### src/rtl/uart1_pkg.sv
// Shared UART1 definitions: framing state encoding, idle line levels and counter sizing.
package uart1_pkg;

  typedef enum logic [2:0] {
    IDLE,
    START,
    DATA,
    STOP,
    GAP
  } state_t;

  localparam logic START_IDLE = 1'b1;
  localparam logic STOP_IDLE  = 1'b0;

  localparam int unsigned DEF_CLKS_PER_BIT = 2;

  // Width needed to count 0..n-1, never narrower than one bit.
  function automatic int unsigned cnt_width(input int unsigned n);
    return (n > 1) ? $clog2(n) : 1;
  endfunction

endpackage

### src/rtl/uart1_bit_timer.sv
// Bit-period tick generator: bit_tick is high on every CLKS_PER_BIT-th cycle after a clear.
module uart1_bit_timer
  import uart1_pkg::*;
#(
  parameter int unsigned CLKS_PER_BIT = DEF_CLKS_PER_BIT
) (
  input  logic clk,
  input  logic rst,
  input  logic clear,
  output logic bit_tick
);

  localparam int unsigned CW = cnt_width(CLKS_PER_BIT);

  logic [CW-1:0] cnt;

  assign bit_tick = (cnt == CW'(CLKS_PER_BIT - 1));

  always_ff @(posedge clk) begin
    if (!rst || clear || bit_tick) cnt <= '0;
    else                           cnt <= cnt + CW'(1);
  end

endmodule

### src/rtl/uart1_tx_arbiter.sv
// Round-robin arbiter sharing one UART1 transmitter between two byte requesters;
// sequences start/data/stop framing and an inter-frame gap for each granted byte.
module uart1_tx_arbiter
  import uart1_pkg::*;
#(
  parameter int unsigned CLKS_PER_BIT = DEF_CLKS_PER_BIT,
  parameter int unsigned DATA_BITS    = 8,
  parameter int unsigned GAP_CYCLES   = 2
) (
  input  logic                 clk_sis,
  input  logic                 rst,
  input  logic                 req0_valid,
  input  logic [DATA_BITS-1:0] req0_data,
  output logic                 req0_ready,
  input  logic                 req1_valid,
  input  logic [DATA_BITS-1:0] req1_data,
  output logic                 req1_ready,
  output logic                 start_bit,
  output logic [DATA_BITS-1:0] data_in,
  output logic                 stop_bit,
  output logic                 busy,
  output logic [1:0]           grant
);

  // The IDLE cycle in which the next byte is accepted supplies the last gap
  // cycle, so GAP itself lasts one cycle less and frames repeat every
  // (DATA_BITS+2)*CLKS_PER_BIT + GAP_CYCLES cycles.
  localparam int unsigned GAP_HOLD = (GAP_CYCLES > 1) ? GAP_CYCLES - 1 : 0;
  localparam int unsigned GAP_LAST = (GAP_HOLD > 0) ? GAP_HOLD - 1 : 0;
  localparam int unsigned BW       = cnt_width(DATA_BITS);
  localparam int unsigned GW       = cnt_width((GAP_HOLD > 0) ? GAP_HOLD : 1);

  state_t               state, state_next;
  logic [DATA_BITS-1:0] data_q;
  logic [BW-1:0]        bit_cnt;
  logic [GW-1:0]        gap_cnt;
  logic                 rr_last;
  logic                 sel0, sel1, take;
  logic                 bit_tick, timer_clear;
  logic                 start_next, stop_next, busy_next;
  logic [DATA_BITS-1:0] data_next;

  always_comb begin
    sel0       = req0_valid && (!req1_valid || rr_last);
    sel1       = req1_valid && (!req0_valid || !rr_last);
    req0_ready = rst && (state == IDLE) && sel0;
    req1_ready = rst && (state == IDLE) && sel1;
    take       = req0_ready || req1_ready;
  end

  always_comb begin
    state_next = state;
    unique case (state)
      IDLE:    if (take) state_next = START;
      START:   if (bit_tick) state_next = DATA;
      DATA:    if (bit_tick && (bit_cnt == BW'(DATA_BITS - 1))) state_next = STOP;
      STOP:    if (bit_tick) state_next = (GAP_HOLD == 0) ? IDLE : GAP;
      GAP:     if (gap_cnt == GW'(GAP_LAST)) state_next = IDLE;
      default: state_next = IDLE;
    endcase

    start_next = (state_next == START) ? ~START_IDLE : START_IDLE;
    stop_next  = (state_next == STOP)  ? ~STOP_IDLE  : STOP_IDLE;
    data_next  = (state_next == DATA)  ? data_q      : '0;
    busy_next  = (state_next != IDLE);
  end

  assign timer_clear = (state_next != state) || (state == IDLE);

  uart1_bit_timer #(
    .CLKS_PER_BIT(CLKS_PER_BIT)
  ) u_bit_timer (
    .clk      (clk_sis),
    .rst      (rst),
    .clear    (timer_clear),
    .bit_tick (bit_tick)
  );

  always_ff @(posedge clk_sis) begin
    if (!rst) state <= IDLE;
    else      state <= state_next;
  end

  always_ff @(posedge clk_sis) begin
    if (!rst) begin
      data_q    <= '0;
      bit_cnt   <= '0;
      gap_cnt   <= '0;
      rr_last   <= 1'b1;
      grant     <= '0;
      start_bit <= START_IDLE;
      data_in   <= '0;
      stop_bit  <= STOP_IDLE;
      busy      <= 1'b0;
    end else begin
      if (take) begin
        data_q  <= req1_ready ? req1_data : req0_data;
        rr_last <= req1_ready;
        grant   <= {req1_ready, req0_ready};
      end else if (state_next == IDLE) begin
        grant   <= '0;
      end

      if (state_next != state)            bit_cnt <= '0;
      else if (state == DATA && bit_tick) bit_cnt <= bit_cnt + BW'(1);

      if (state_next != state) gap_cnt <= '0;
      else if (state == GAP)   gap_cnt <= gap_cnt + GW'(1);

      start_bit <= start_next;
      data_in   <= data_next;
      stop_bit  <= stop_next;
      busy      <= busy_next;
    end
  end

endmodule
### config.mk
export PLATFORM = sky130hd
export DESIGN_NAME = uart1_tx_arbiter
export DESIGN_NICKNAME = d
export VERILOG_FILES = /design/src/rtl/uart1_pkg.sv /design/src/rtl/uart1_bit_timer.sv /design/src/rtl/uart1_tx_arbiter.sv
export SDC_FILE = /design/constraint.sdc
export NUM_CORES = 1
export LEC_CHECK = 0
export CORE_MARGIN = 1
export CORE_UTILIZATION = 42
export DETAILED_ROUTE_END_ITERATION = 10
export PLACE_DENSITY = 0.8
export SLEW_MARGIN = 20
export SYNTH_ARGS = -nofsm -noshare
export SYNTH_HDL_FRONTEND = slang
export SYNTH_HIERARCHICAL = 1
export SYNTH_SLANG_ARGS = --single-unit
### constraint.sdc
create_clock -name clk_sis -period 1.5 [get_ports clk_sis]
set_input_delay 0.3 -clock clk_sis [delete_from_list [all_inputs] [get_ports clk_sis]]
set_output_delay 0.3 -clock clk_sis [all_outputs]
set_load 0.02 [all_outputs]
Word-level counts from Yosys, hierarchy flattened
Index checks and enable logic that the tools add are counted.
{"block": "totals", "register_bits": 30, "output_inout_bits": 15, "elab_cells": 58}
{"block": "classes", "add_sub_neg": 3, "n_eq_ne": 9, "n_mux": 11, "bitwise": 1, "reduce_logical": 23}
{"operator": "$mux W3", "n": 5}
{"operator": "$pmux W3 S5", "n": 1}
{"operator": "$eq A3 B2 Y1 const B", "n": 4}
{"operator": "$mux W8", "n": 1}
{"operator": "$logic_and A1 B1 Y1", "n": 7}
{"operator": "$eq A3 B1 Y1 const B", "n": 2}
{"operator": "$eq A3 B3 Y1 const B", "n": 2}
{"operator": "$logic_not A3 Y1", "n": 2}
{"operator": "$logic_or A1 B1 Y1", "n": 6}
{"operator": "$logic_not A1 Y1", "n": 4}
{"operator": "$mux W2", "n": 2}
{"operator": "$add A3 B1 Y3 const B", "n": 1}
{"operator": "$ne A3 B3 Y1", "n": 1}
{"operator": "$reduce_bool A3 Y1", "n": 1}
{"operator": "$add A1 B1 Y1 const B", "n": 2}
{"operator": "$mux W1", "n": 2}
{"operator": "$reduce_and A2 Y1", "n": 1}
{"operator": "$reduce_bool A2 Y1", "n": 1}
{"operator": "$reduce_or A2 Y1", "n": 1}
{"operator": "$not A1 Y1", "n": 1}

Depth between registers and ports, before layout
Gate-level depths: netlist of run 1.
{"block": "depth", "ltp_word": 11, "mapped_depth": 7, "ltp_nobuf": 6}

Modules after synthesis
The synthesis of run 1 kept the hierarchy.
{"module": "uart1_tx_arbiter", "n_inst": 1, "cells_per_inst": 122, "area_per_inst_um2": 1233.7}
{"module": "uart1_bit_timer", "n_inst": 1, "cells_per_inst": 2, "area_per_inst_um2": 32.5}

Worst setup path before layout of run 1
No wires, ideal clock.
{"block": "synth_timing", "path_kind": "reg-to-output", "from": "register state[1]", "to": "output req0_ready", "arrival_ps": 1226, "required_ps": 1200, "path_slack_ps": -26, "path_stages_with_launch": 5, "path_buffers": 1, "path_cell_list": "dfxtp_1 buf_6 nor4b_4 nand2_1 a21oi_1"}
{"block": "synth_via", "elab_chain_cells": 3}
{"element": "start: declaration", "line": "uart1_tx_arbiter.sv:33", "rtl": "state_t state, state_next;"}
{"element": "start signal: assignment", "line": "uart1_tx_arbiter.sv:81", "rtl": "else state <= state_next;"}
{"element": "$logic_not A3 Y1", "line": "uart1_tx_arbiter.sv:46", "rtl": "req0_ready = rst && (state == IDLE) && sel0;"}
{"element": "$logic_and A1 B1 Y1 (2 in series)", "line": "uart1_tx_arbiter.sv:46"}
{"element": "end: declaration", "line": "uart1_tx_arbiter.sv:14", "rtl": "output logic req0_ready,"}
No other way between the ends.

Final worst setup path of run 1
{"block": "layout_timing", "from": "register state[2]", "to": "output req0_ready"}
The elaborated chain is that of the path after synthesis.

==> results.json, run 1 <==
{
  "synth_area_leaders": "dfxtp_1, mux2i_1, a21oi_1",
  "highest-signal-layer": "met4",
  "p_leak_nw": 0.917,
  "route.layer.met1.wl_um": 1270,
  "min-delay-start": "data_q[4]$_SDFFE_PN0P_",
  "cts_tree": "built",
  "netlist.top_cell.by_area": "dfxtp_1",
  "clockRootBuffer": "clkbuf_4",
  "grt_pass1_vias": 1116,
  "yosys.cell_count.top_type": "dfxtp_1",
  "vdd_drop_max_mv": 0.511,
  "drive_gt1_frac": 0.321,
  "dp_hpwl_um": 1870,
  "synth_edf_count": 0,
  "cp-start-kind": "flip-flop",
  "status": "complete, but fails checks",
  "layout_setup_ws_ns": -0.321,
  "wl_um": 3010,
  "grt_pass1_wl_um": 4600,
  "diodes": 0,
  "path_max_fanout": 2,
  "ys_types": 35,
  "antenna_found_initial": 0,
  "place_ws_ns": -0.787,
  "nets": 205,
  "switching_share": 0.266,
  "rows": 19,
  "ant_nets": 0,
  "setup.worst_path.class": "flip-flop to primary output",
  "combPwrFrac": 0.194,
  "syn_avg_cell_area_um2": 10.2,
  "switching_power_mw": 0.451,
  "hold_violations": 0,
  "die_h_um": 56.9,
  "wl_per_cell_um": 14.0,
  "route.met3.wl_um": 136,
  "drcViolationCount": 4,
  "cts_buffer_depth": 2,
  "gp_congestion": 0.777,
  "gr-usage-all-layers": 0.185,
  "reg2reg_from": "state[2]$_SDFF_PN0_",
  "power_density_mw_per_mm2": 877,
  "startpoint": "state[2]$_SDFF_PN0_",
  "p_int_mw": 1.25,
  "violations": "design-rule violations, negative setup slack",
  "relSlewSlack": 0.757,
  "rsz0062_at_grt": "yes",
  "via_per_inst": 5.22,
  "postLayoutCellArea_mm2": 0.00193,
  "h-tree-depth": 2,
  "fin_crit_sh": 1.21,
  "netlist_instances": 124,
  "yosysSeqAreaShare": 0.474,
  "synth_nets": 146,
  "critPathArrivalTime_ns": 1.52,
  "ys_warn_count": 6,
  "cts.sinks": 30,
  "die_x_um": 56.9,
  "drtIter0Drc": 37,
  "clkPwrFrac": 0.300,
  "worstPathRequired_ns": 1.20,
  "pwr-share-seq": 0.506,
  "drv_cap": 0,
  "syn_area_mm2": 0.00127,
  "cts_buffers": 5,
  "place_area_mm2": 0.00172,
  "clkTransAtPathRegs_ns": 0.10,
  "maxSlewViolCount": 0,
  "grt-ovfl-total": 0,
  "period_needed_ns": 1.82,
  "hold_path.class": "flip-flop to flip-flop",
  "setup-tns-final_ns": -2.85,
  "synth_top_cells_by_count": "dfxtp_1, a21oi_1, o21ai_0, mux2i_1",
  "synthArstFlopShare": 0,
  "netlist.area_leader.share": 0.474,
  "fin_util": 0.690,
  "dr.pass1.iters": 7,
  "hold_buffers": 0,
  "wl_met2_um": 1560,
  "start_util": 0.451,
  "grt_max_degree": 17,
  "clock_latency_ns": 0.33,
  "synth_flop_cell": "dfxtp_1",
  "clock_skew_ns": 0.00947,
  "core_area_mm2": 0.00281,
  "port_buffers": 34,
  "synth_seq_cells": 30,
  "max_freq_mhz": 549,
  "ioPinCount": 35,
  "area_growth_pct": 52.8,
  "vias": 1122,
  "setup_violations": 24,
  "end_kind": "primary output",
  "dieArea_mm2": 0.00324,
  "worstMarginPinSlew_ns": 0.361
}
==> cell type report <==
type | count | area [µm²]
fill | 223 | 871
timing repair buffer | 59 | 556
inverter | 5 | 18.8
sequential | 30 | 606
clock buffer | 7 | 55.1
tap | 31 | 38.8
clock inverter | 1 | 5.00
multi-input combinational | 82 | 656
==> through the flow <==
stage	hold WS [ns]	power, mW	cells
floorplan	0.411	1.03	124
global placement	0.434	1.13	200
detailed placement	0.435	1.14	200
CTS	0.457	1.65	212
global route	0.476	1.76	215
finish	0.453	1.70	215
==> power by group through the flow <==
stage	Combinational, mW	Clock (mW)	Sequential [mW]
4_1_cts	0.276	0.517	0.857
3_3_place_gp	0.262	0	0.873
2_1_floorplan	0.149	0	0.880
3_5_place_dp	0.267	0	0.875
5_1_grt	0.351	0.546	0.864
6_report	0.329	0.508	0.859
==> placed cells by master (no fill, tap or decap), types with 2 or more instances in the layout <==
cell type,netlist,final
nand2_1,4,3
nand4b_1,2,2
clkdlybuf4s50_1,0,17
and3b_1,2,2
buf_6,3,6
o21ai_1,0,4
and2_1,8,2
buf_4,0,19
a21boi_0,2,2
a21oi_1,12,9
dfxtp_2,0,4
nor2_1,8,6
inv_1,5,4
dfxtp_1,30,26
mux2i_1,10,10
a21oi_2,0,2
nand2b_1,2,2
ha_4,0,2
o21ai_0,11,7
clkbuf_4,0,5
dlygate4sd2_1,0,14
and2_4,0,6
==> critical path, stage by stage (launching register included) <==
cell and delay, ns:
dfxtp_2 0.35, nor4b_4 0.33, buf_4 0.19, nand2_4 0.06, a21oi_4 0.13, buf_6 0.13
==> timing repair <==
item | 4_1_cts | 5_1_grt
buffers inserted | 4 | 4
pin swaps | 3 | 6
gates cloned | 0 | 1
endpoints found under the setup margin | 28 | 24
gates resized for setup | 38 | 22
==> per-layer routing <==
layer  GRT usage  up-vias
li1            -      547
met3      0.0507        5
met2       0.319       33
met1       0.206      537
met4       0.101        0
met5           0        -
==> registers in the layout, summed over array words and instances, names as in the netlist <==
name,cells
u_bit_timer/bit_tick,1
start_bit,1
busy,1
bit_cnt,3
data_q,8
rr_last,1
data_in,8
gap_cnt,1
state,3
grant,2
stop_bit,1
==> cells by family (layout without fill, tap and decap cells) <==
group,after synthesis,in the layout,share of synthesized area
fa+ha+maj,2,2,0.0198
flops,30,30,0.474
compound gates,31,31,0.145
buf+inv,12,72,0.0721
simple gates,38,38,0.203
xor+xnor,1,1,0.00692
mux,10,10,0.0791
==> path summary, 6_finish.rpt <==
| path | endpoint | slack (ns) | cells past startpoint |
|---|---|---|---|
| setup / recovery | req0_ready | -0.32 | 5 |
| hold / removal | data_in[4]$_SDFF_PN0_ | 0.45 | 1 |
| setup reg to reg | data_in[1]$_SDFF_PN0_ | -0.15 | 7 |
| hold reg to reg | data_in[4]$_SDFF_PN0_ | 0.45 | 1 |
Power figures use the tool's default switching activity.
==> run 2, diff against run 1 <==
Settings changed: CELL_PAD_IN_SITES_DETAIL_PLACEMENT from default to 1, CELL_PAD_IN_SITES_GLOBAL_PLACEMENT from default to 1, CORE_UTILIZATION 42 to 32.
==> results.json, run 2 (synthesized netlist as in run 1, its figures left out) <==
{
  "status": "complete, but fails checks",
  "violations": "negative setup slack",
  "gp_congestion": 0.726,
  "cts_buffer_depth": 2,
  "cts_buffers": 5,
  "path_max_fanout": 2,
  "clock_latency_ns": 0.29,
  "reg2reg_slack_ns": -0.20,
  "worstPathRequired_ns": 1.20,
  "drtIter0Drc": 27,
  "ioPinCount": 35,
  "via_per_inst": 4.97,
  "fin_util": 0.576,
  "maxSlewViolCount": 0,
  "reg2reg_depth": 8,
  "power_density_mw_per_mm2": 915,
  "setup.worst_path.class": "flip-flop to primary output",
  "wl_per_cell_um": 16.3,
  "postLayoutCellArea_mm2": 0.00214,
  "end_kind": "primary output",
  "vias": 1162,
  "period_needed_ns": 1.74,
  "worstMarginPinSlew_ns": 0.492,
  "drv_cap": 0,
  "start_util": 0.341,
  "grt-ovfl-total": 0,
  "grt_pass1_vias": 1285,
  "place_area_mm2": 0.00175,
  "gr-usage-all-layers": 0.208,
  "layout_common_cells": "dfxtp_1, buf_4, clkdlybuf4s50_1",
  "dr.pass1.iters": 4,
  "startpoint": "state[1]$_SDFF_PN0_",
  "h-tree-depth": 2,
  "fin_crit_sh": 1.16,
  "max_freq_mhz": 575,
  "cts_tree": "built",
  "cts.sinks": 30,
  "r2r_end": "grant[0]$_SDFFE_PN0P_",
  "final_common_cell": "dfxtp_1",
  "vdd_drop_max_mv": 0.546,
  "antenna_found_initial": 0,
  "hold_buffers": 0,
  "wl_um": 3820,
  "die_h_um": 64.9,
  "cp-start-kind": "flip-flop",
  "die_x_um": 64.9,
  "core_area_mm2": 0.00372,
  "p_leak_nw": 0.992,
  "critPathArrivalTime_ns": 1.44,
  "diodes": 0,
  "hold_violations": 0,
  "ant_nets": 0,
  "reg2reg_from": "state[2]$_SDFF_PN0_",
  "fillers": 399,
  "rows": 22,
  "grt_pass1_wl_um": 6360,
  "drcViolationCount": 0,
  "grt_max_degree": 15,
  "fin_hold_ws_ns": 0.479,
  "relSlewSlack": 0.669,
  "layout_setup_ws_ns": -0.238,
  "nets": 207,
  "reg_top3": "data_in (8), data_q (8)",
  "clkTransAtPathRegs_ns": 0.06,
  "dieArea_mm2": 0.00421,
  "clock_skew_ns": 0.00556,
  "drive_gt1_frac": 0.403,
  "endpoint": "req0_ready",
  "setup_violations": 29,
  "hold_path.class": "flip-flop to flip-flop",
  "area_growth_pct": 69.1,
  "totalPowerFinal_mw": 1.96,
  "port_buffers": 34,
  "clockRootBuffer": "clkbuf_8",
  "dp_hpwl_um": 2340,
  "rsz0062_at_grt": "yes"
}
[run 2: cell types whose count changed in the layout (fill, tap and decap cells not counted), moves of 4 or more]
cell            before  now
a21oi_1              9    3
a21oi_2              2    7
and2_1               2    7
and2_4               6    1
clkbuf_4             5    0
clkbuf_8             1    6
dlygate4sd2_1       14    9
dlymetal6s2s_1       1    5
o21ai_0              7    1
o21ai_4              0    7
[run 2: through the flow]
step / worst slack [ns] / instances / setup TNS (ns)
after CTS: -0.244 / 236 / -3.38
final: -0.238 / 234 / -3.96
after floorplan: 0.00233 / 124 / 0
after global routing: -0.279 / 234 / -5.42
after global placement: -0.790 / 219 / -9.13
after detailed placement: -0.808 / 219 / -10.06
[run 2: report_power, final]
group	internal [mW]	switching, mW
clock network	0.368	0.309
registers	0.835	0.0347
logic	0.224	0.188
[run 2: layout make-up]
type | count | area, µm² | area share
clock inverter | 2 | 12.5 | 0.00584
timing repair buffer | 61 | 582 | 0.272
inverter | 5 | 18.8 | 0.00877
tap | 48 | 60.1 | 0.0281
sequential | 30 | 609 | 0.285
multi-input combinational | 82 | 776 | 0.362
clock buffer | 6 | 82.6 | 0.0386
[run 2: how the worst min path moves through the flow]
stage,from,end,slack (ns),cells after the start
final,grant[1]$_SDFFE_PN0P_,grant[1]$_SDFFE_PN0P_,0.48,2
after global routing,rr_last$_SDFFE_PN1P_,rr_last$_SDFFE_PN1P_,0.51,2
after CTS,grant[1]$_SDFFE_PN0P_,grant[1]$_SDFFE_PN0P_,0.48,2
after detailed placement,data_q[3]$_SDFFE_PN0P_,data_in[3]$_SDFF_PN0_,0.44,1
after global placement,data_q[6]$_SDFFE_PN0P_,data_in[6]$_SDFF_PN0_,0.43,1
after floorplan,u_bit_timer/bit_tick$_SDFF_PP0_,u_bit_timer/bit_tick$_SDFF_PP0_,0.41,1
[run 2: routing by layer]
layer | part of all wire | GRT usage | vias to the layer above | routed length, µm
met4 | 0.020 | 0.0778 | 0 | 78
met5 | 0 | 0 | - | 0
met1 | 0.41 | 0.228 | 559 | 1560
met2 | 0.52 | 0.370 | 42 | 1970
li1 | - | - | 553 | -
met3 | 0.056 | 0.0651 | 8 | 216
[run 2: repair_timing]
action                     in CTS  in global routing
gates resized for setup        64                 32
setup endpoints to repair      36                 33
pin swaps                      21                  7
hold endpoints to repair        0                  0
setup buffers                   9                  2
cloned                          1                  0
[run 2: critical path, cell delays in order (launching register included)]
cell,delay [ns]
dfxtp_2,0.33
nor4b_4,0.31
buf_4,0.19
nand2_4,0.06
a21oi_4,0.13
buf_6,0.13
==> run 3, diff against run 2 <==
Settings changed: CORE_ASPECT_RATIO from default to 1.5, SETUP_SLACK_MARGIN from default to 0.15.
==> results.json, run 3 (synthesized netlist as in run 1, its figures left out) <==
{
  "cp-start-kind": "flip-flop",
  "drcViolationCount": 0,
  "instances_no_fill": 235,
  "via_per_inst": 5.19,
  "max_freq_mhz": 571,
  "p_leak_nw": 0.974,
  "hold_buffers": 0,
  "wl_per_cell_um": 20.5,
  "dp_hpwl_um": 2440,
  "layout_setup_ws_ns": -0.252,
  "relSlewSlack": 0.746,
  "fillers": 401,
  "wl_um": 4820,
  "worstMarginPinSlew_ns": 0.379,
  "worstPathRequired_ns": 1.20,
  "reg_top3": "data_in (8), data_q (8)",
  "grt-ovfl-total": 0,
  "fin_hold_ws_ns": 0.480,
  "reg2reg_slack_ns": -0.15,
  "grt_pass1_vias": 1347,
  "maxSlewViolCount": 0,
  "cts_buffer_depth": 2,
  "seq_area_um2": 606,
  "totalPowerFinal_mw": 2.13,
  "setup.worst_path.class": "flip-flop to primary output",
  "dpl.cell_count": 211,
  "fin_util": 0.590,
  "path_max_fanout": 2,
  "end_kind": "primary output",
  "rows": 27,
  "cts.sinks": 30,
  "drtIter0Drc": 19,
  "hold_path.class": "flip-flop to flip-flop",
  "violations": "negative setup slack",
  "diodes": 0,
  "power_density_mw_per_mm2": 972,
  "port_buffers": 34,
  "clock_skew_ns": 0.00765,
  "gr-usage-all-layers": 0.226,
  "final_common_cell": "dfxtp_1",
  "die_x_um": 53.4,
  "critPathArrivalTime_ns": 1.45,
  "period_needed_ns": 1.75,
  "gp_congestion": 0.819,
  "clockRootBuffer": "clkbuf_8",
  "dieArea_mm2": 0.00422,
  "grt_pass1_wl_um": 6580,
  "start_util": 0.341,
  "drive_gt1_frac": 0.427,
  "dr.pass1.iters": 3,
  "h-tree-depth": 2,
  "ant_nets": 0,
  "vias": 1219,
  "clock_latency_ns": 0.30,
  "layout_common_cells": "dfxtp_1, buf_4, clkdlybuf4s50_1",
  "nets": 213,
  "setup_violations": 25,
  "antenna_found_initial": 0,
  "core_area_mm2": 0.00372,
  "drv_cap": 0,
  "grt_max_degree": 15,
  "cts_tree": "built",
  "ioPinCount": 35,
  "multiInputGateArea_um2": 749,
  "cts_buffers": 5,
  "hold_violations": 0,
  "vdd_drop_max_mv": 0.760,
  "fin_crit_sh": 1.17,
  "clkTransAtPathRegs_ns": 0.06,
  "status": "complete, but fails checks",
  "area_growth_pct": 73.1,
  "die_h_um": 79.0,
  "rsz0062_at_grt": "yes"
}
## run 3: final cells by class
| class | instances | share of cell area |
|---|---|---|
| Multi-Input combinational cell | 82 | 0.342 |
| Clock buffer | 8 | 0.0502 |
| Timing Repair Buffer | 67 | 0.296 |
| Sequential cell | 30 | 0.276 |
| Inverter | 5 | 0.0108 |
| Tap cell | 43 | 0.0245 |
## run 3: per-layer routing
metal / vias to the layer above / track usage / share of wire
met5: - / 0 / 0
met3: 11 / 0.0536 / 0.026
met1: 605 / 0.217 / 0.36
met4: 0 / 0.147 / 0.028
met2: 34 / 0.405 / 0.58
li1: 569 / - / -
## run 3: worst paths after layout
path	startpoint	to	depth (start not counted)
setup reg to reg	state[2]$_SDFF_PN0_	bit_cnt[1]$_SDFFE_PP0P_	7
hold / removal	grant[1]$_SDFFE_PN0P_	grant[1]$_SDFFE_PN0P_	2
setup / recovery	state[2]$_SDFF_PN0_	req0_ready	5
hold reg to reg	grant[1]$_SDFFE_PN0P_	grant[1]$_SDFFE_PN0P_	2
## run 3: stage by stage
stage	cell area, µm²	setup WS (ns)	setup TNS (ns)
final	2190	-0.252	-2.53
after global routing	2190	-0.299	-4.05
after CTS	2040	-0.219	-1.19
after detailed placement	1760	-0.772	-9.85
after global placement	1760	-0.761	-9.40
after floorplan	1310	0.105	0
## run 3: what timing repair did
action,CTS,global route
gates resized for setup,54,39
pin swaps,23,6
buffers inserted,9,4
endpoints found under the setup margin,42,30
gates cloned,3,0
## run 3: critical path, stage by stage (launching register included)
cell,delay [ns]
dfxtp_2,0.34
nor4b_4,0.30
buf_4,0.18
nand2_4,0.06
a21oi_4,0.15
buf_6,0.14
## run 3: power breakdown
group	switching (mW)	total, mW	internal [mW]
Combinational	0.209	0.452	0.243
Clock	0.346	0.810	0.464
Sequential	0.0322	0.868	0.836
Total	0.587	2.13	1.54
